## src/rtl/k12a_fetch_seq.sv

```systemverilog
// K12A instruction fetch sequencer: two-byte fetch, dispatch/skip, execute handshake, halt.
// Optional K12A_SKIP_COUNT_EN adds an 8-bit saturating count of skipped instructions.

package k12a_fetch_seq_pkg;
  typedef enum logic [1:0] {
    SKIP_SEL_HOLD        = 2'd0,
    SKIP_SEL_0           = 2'd1,
    SKIP_SEL_CONDITION   = 2'd2,
    SKIP_SEL_CONDITION_N = 2'd3
  } skip_sel_t;
endpackage

module k12a_fetch_seq
  import k12a_fetch_seq_pkg::*;
#(
  parameter logic [15:0] RESET_PC = 16'h0000
) (
  input  logic        clock,
  input  logic        reset_n,
  input  logic [7:0]  mem_rdata,
  input  logic        mem_ready,
  input  logic        skip,
  input  logic        ex_done,
  input  logic        ex_cond,
  input  logic        ex_cond_inv,
  input  logic        ex_jump,
  input  logic [15:0] ex_target,
  input  logic        ex_halt,
  output logic        mem_rd,
  output logic [15:0] mem_addr,
  output logic [15:0] inst,
  output logic        inst_valid,
  output skip_sel_t   skip_sel,
  output logic [15:0] pc,
`ifdef K12A_SKIP_COUNT_EN
  output logic [7:0]  skip_count,
`endif
  output logic        halted
);

  localparam int unsigned ADDR_W = 16;

  localparam logic [2:0] FETCH_HI = 3'd0;
  localparam logic [2:0] FETCH_LO = 3'd1;
  localparam logic [2:0] DISPATCH = 3'd2;
  localparam logic [2:0] EXECUTE  = 3'd3;
  localparam logic [2:0] HALT     = 3'd4;

  logic [2:0]        state, state_nxt;
  logic [ADDR_W-1:0] pc_nxt;
  logic [15:0]       inst_nxt;

  // State, pc and instruction register
  always_ff @(posedge clock) begin
    if (!reset_n) begin
      state <= FETCH_HI;
      pc    <= RESET_PC;
      inst  <= 16'h0000;
    end else begin
      state <= state_nxt;
      pc    <= pc_nxt;
      inst  <= inst_nxt;
    end
  end

  assign mem_addr = pc;

  // Next-state and per-state outputs; outputs stay idle while reset_n is low
  always_comb begin
    state_nxt  = state;
    pc_nxt     = pc;
    inst_nxt   = inst;
    mem_rd     = 1'b0;
    inst_valid = 1'b0;
    skip_sel   = SKIP_SEL_HOLD;
    halted     = 1'b0;
    if (reset_n) begin
      case (state)
        FETCH_HI: begin
          mem_rd = 1'b1;
          if (mem_ready) begin
            inst_nxt[15:8] = mem_rdata;
            pc_nxt         = pc + ADDR_W'(1);
            state_nxt      = FETCH_LO;
          end
        end
        FETCH_LO: begin
          mem_rd = 1'b1;
          if (mem_ready) begin
            inst_nxt[7:0] = mem_rdata;
            pc_nxt        = pc + ADDR_W'(1);
            state_nxt     = DISPATCH;
          end
        end
        DISPATCH: begin
          if (skip) begin
            skip_sel  = SKIP_SEL_0;
            state_nxt = FETCH_HI;
          end else begin
            inst_valid = 1'b1;
            state_nxt  = EXECUTE;
          end
        end
        EXECUTE: begin
          if (ex_done) begin
            if (ex_cond) begin
              skip_sel = ex_cond_inv ? SKIP_SEL_CONDITION_N : SKIP_SEL_CONDITION;
            end else begin
              skip_sel = SKIP_SEL_0;
            end
            if (ex_jump) begin
              pc_nxt = ex_target;
            end
            state_nxt = ex_halt ? HALT : FETCH_HI;
          end
        end
        HALT: begin
          halted = 1'b1;
        end
        default: begin
          state_nxt = FETCH_HI;
        end
      endcase
    end
  end

`ifdef K12A_SKIP_COUNT_EN
  // Saturating count of instructions discarded in DISPATCH
  always_ff @(posedge clock) begin
    if (!reset_n) begin
      skip_count <= 8'h00;
    end else if (state == DISPATCH && skip && skip_count != 8'hFF) begin
      skip_count <= skip_count + 8'd1;
    end
  end
`endif

endmodule

```

## config.mk

```make
export PLATFORM = sky130hd
export DESIGN_NAME = k12a_fetch_seq
export DESIGN_NICKNAME = d
export VERILOG_FILES = /design/src/rtl/k12a_fetch_seq.sv
export SDC_FILE = /design/constraint.sdc
export NUM_CORES = 1
export LEC_CHECK = 0
export BUFFER_PORTS_ARGS = -buffer_cell sky130_fd_sc_hd__buf_2
export CAP_MARGIN = 20
export CORE_MARGIN = 2
export CORE_UTILIZATION = 47
export DETAILED_ROUTE_END_ITERATION = 8
export GPL_TIMING_DRIVEN = 0
export PLACE_DENSITY = 0.75
export RECOVER_POWER = 25
export REMOVE_ABC_BUFFERS = 1
export SYNTH_ARGS = -nofsm -noshare
export SYNTH_HDL_FRONTEND = slang
export SYNTH_SLANG_ARGS = --single-unit
```

## constraint.sdc

```tcl
create_clock -name clock -period 1.82 [get_ports clock]
set_input_delay 0.273 -clock clock [delete_from_list [all_inputs] [get_ports clock]]
set_output_delay 0.273 -clock clock [all_outputs]
set_load 0.005 [all_outputs]
```

==> reports/metrics.yaml <==
floorplan:
  io_pins: 86
  start_util_pct: 49.3
  core_um2: 4030
  dieArea_um2: 4770
  num_rows: 23
  fp.dieH_um: 69.0
  dieWidth_um: 69.0
timing:
  max_slew_margin_pct: 48.5
  worst-slew-pin-transition_ns: 0.770
  max_clock_freq_ghz: 0.578
  fin_crit_ns: 1.73
  fin_worst_skew_ns: 0.00191
  finalHoldViolCount: 0
  setup_viol: 0
  min_period_over_period_pct: 95.0
  slew_viol_final: 0
cells_and_area:
  fin_nets: 355
  n_antenna_cell: 0
  final_area_um2: 2400
  drive_gt1_share_pct: 31.7
  finalNonFillerCells: 372
  syn2layout_area_growth_pct: 20.9
synthesis:
  ys_seq_area_share_pct: 35.2
  synthArstFlopShare_pct: 0
  synth_top_cell_by_area: "dfxtp_1"
  synthFlopType: "dfxtp_1"
  ys.warnings.count: 0
  synth_area_leaders: "dfxtp_1 (35%), nand2_1 (8.7%), a21oi_1 (7.6%), buf_4 (6.0%), o21ai_0 (2.8%)"
  yosysTopAreaCellShare_pct: 35.2
  ys_ff_latch: 35
  synth_area_um2: 1990
  yosysUniqueCellTypes: 46
  synth-edff-count: 0
  syn_inst: 259
  syn_avg_cell_area_um2: 7.68
global_routing:
  antenna_found_initial: 0
  grt-ovfl-total: 0
  grt_pass1_vias: 1788
  grt_first_pass_wirelength_um: 8340
  grt_max_degree: 33
  grtUsageTotal_pct: 21.2
worst_hold_path:
  hold_path_depth: 3
  whs_endpoint: "inst[10]"
  hold_start: "mem_rdata[2]"
  hold_path.class: "in2reg"
worst_setup_path:
  r2r-start: "state[1]"
  r2r_setup_slack_ns: 0.09
  path_max_fanout: 15
  cp-startpoint: "state[1]"
  cp_data_required_time_ns: 2.03
  worst-setup-path-type: "reg2reg"
  r2r_cells: 4
  r2r-end: "mem_addr[15]"
  start_kind: "flip-flop"
  cp.arrival_ns: 1.94
  endpoint_kind: "flip-flop"
power_and_ir_drop:
  switching_power_mw: 0.468
  power.density_nw_per_um2: 695
  power.total_mw: 1.67
  internal_power_mw: 1.20
  max-vdd-ir-drop_mv: 0.307
  switching_share_pct: 28.0
  seqPwrFrac_pct: 51.4
  combPwrFrac_pct: 17.0
  leakage_nw: 1.08
  clkPwrFrac_pct: 31.6
route:
  wire_per_inst_um: 13.6
  drtIter0Drc: 114
  drc: 0
  vias_per_cell: 5.51
  drt-total-wl_um: 5050
  vias: 2049
  dr.pass1.iters: 4
  drtAntennaViolNets: 0
clocking:
  cts-root-buf: "clkbuf_8"
  clock_tree.buffer_depth: 2
  cts_tree: "yes"
  clock_latency_ns: 0.28
  clock_sinks: 35
  clkTransAtPathRegs_ns: 0.07
  h-tree-depth: 2
  cts_hold_buf: 0
  numCtsBuffers: 5
placement:
  dp.cells: 362
  numPortBuffers: 85
  postPlaceCellArea_um2: 2290
  hpwl_um: 3420
  gp_congestion: 0.770
flow_run:
  maxCapViolCount: 0
run_status:
  status: "complete, no violations"
timing repair:
item / in CTS / in global routing
gates cloned: 0 / 1
pin swaps: 3 / 0
gates resized for setup: 8 / 2
setup endpoints to repair: 19 / 3
buffers inserted: 1 / 0
layout make-up:
type                    instances  area [µm²]
well taps                      50        62.6
inverters                       3        11.3
flip-flops and latches         35         712
multi-input cells             189        1090
repair buffers                 87         443
clock inverters                 1        5.00
fillers                       398        1630
clock buffers                   7        76.3
synth_stat cells, types with 2 or more instances:
cell type	number
a31oi_1	6
and4_1	6
dfxtp_1	35
a21o_1	2
nand2_1	46
nor3b_1	2
and3_1	4
nor3_1	3
nand3_1	6
o22ai_1	3
a22oi_1	2
buf_2	5
o21ai_0	11
nor4b_1	2
nand2b_1	3
inv_1	2
nand4_1	8
and2_1	7
o21a_1	2
a21oi_1	30
nand3b_1	2
and2_0	6
a311oi_1	2
o31a_1	3
clkbuf_1	10
mux2i_1	2
o211ai_1	3
buf_4	16
nor2_1	13
layout by cell type, fill, tap and decap left out, types with 2 or more instances in the layout:
cell type and n:
a21oi_1 30, a22oi_1 2, a311oi_1 2, a31oi_1 6, and2_0 6, and2_1 7, and3_1 4, and4_1 5
buf_2 84, clkbuf_1 3, clkbuf_8 5, dfxtp_1 32, dfxtp_4 3, inv_1 2, mux2i_1 2, nand2_1 46
nand2b_1 3, nand3_1 6, nand3b_1 2, nand4_1 8, nor2_1 13, nor3_1 3, nor3b_1 2, nor4b_1 2
o211ai_1 3, o21a_1 2, o21ai_0 11, o22ai_1 3, o31a_1 3
layer usage:
metal / vias up / share of wire (%) / track usage (%)
met4: 0 / 0.50 / 4.58
met1: 932 / 45 / 27.3
met2: 67 / 48 / 34.9
met5: - / 0 / 0
li1: 1046 / - / -
met3: 4 / 7.0 / 6.43
logic make-up after synthesis:
| family | after synthesis | synth area share (%) |
|---|---|---|
| flip-flops | 35 | 35.2 |
| AND/OR/NAND/NOR | 117 | 32.0 |
| buffers and inverters | 36 | 10.5 |
| adder cells (fa/ha/maj) | 1 | 0.629 |
| AO/OA/AOI/OAI | 68 | 20.6 |
| multiplexers | 2 | 1.01 |
worst max path at each step:
| stage | endpoint |
|---|---|
| floorplan | mem_addr[9] |
| global placement | mem_addr[9] |
| detailed placement | skip_sel[0] |
| CTS | skip_sel[0] |
| global route | skip_sel[0] |
| finish | mem_addr[15] |
power groups by stage:
stage	Combinational, mW	Clock, mW	Sequential [mW]
final	0.284	0.527	0.858
after global routing	0.317	0.581	0.865
after CTS	0.285	0.545	0.855
after detailed placement	0.282	0	0.872
after global placement	0.274	0	0.871
after floorplan	0.141	0	0.870
worst max-delay path: stages (launching register included):
cell	delay, ns
dfxtp_4	0.40
nand2b_1	0.22
a21o_2	0.32
or4b_1	0.54
a31oi_1	0.16
state kept, by name, summed over array words and instances (netlist names):
name      count
inst         16
mem_addr     16
state         3
metrics by stage:
step	hold WS (ns)	setup WS, ns	setup TNS, ns	util [%]
after global placement	0.438	-0.552	-6.94	56.6
after floorplan	0.409	0.0672	0	-
after global routing	0.225	-0.00274	-0.00274	59.7
final	0.235	0.0913	0	59.7
after CTS	0.225	-0.0434	-0.0434	59.4
after detailed placement	0.445	-0.391	-3.23	56.8
Power figures use the tool's default switching activity.
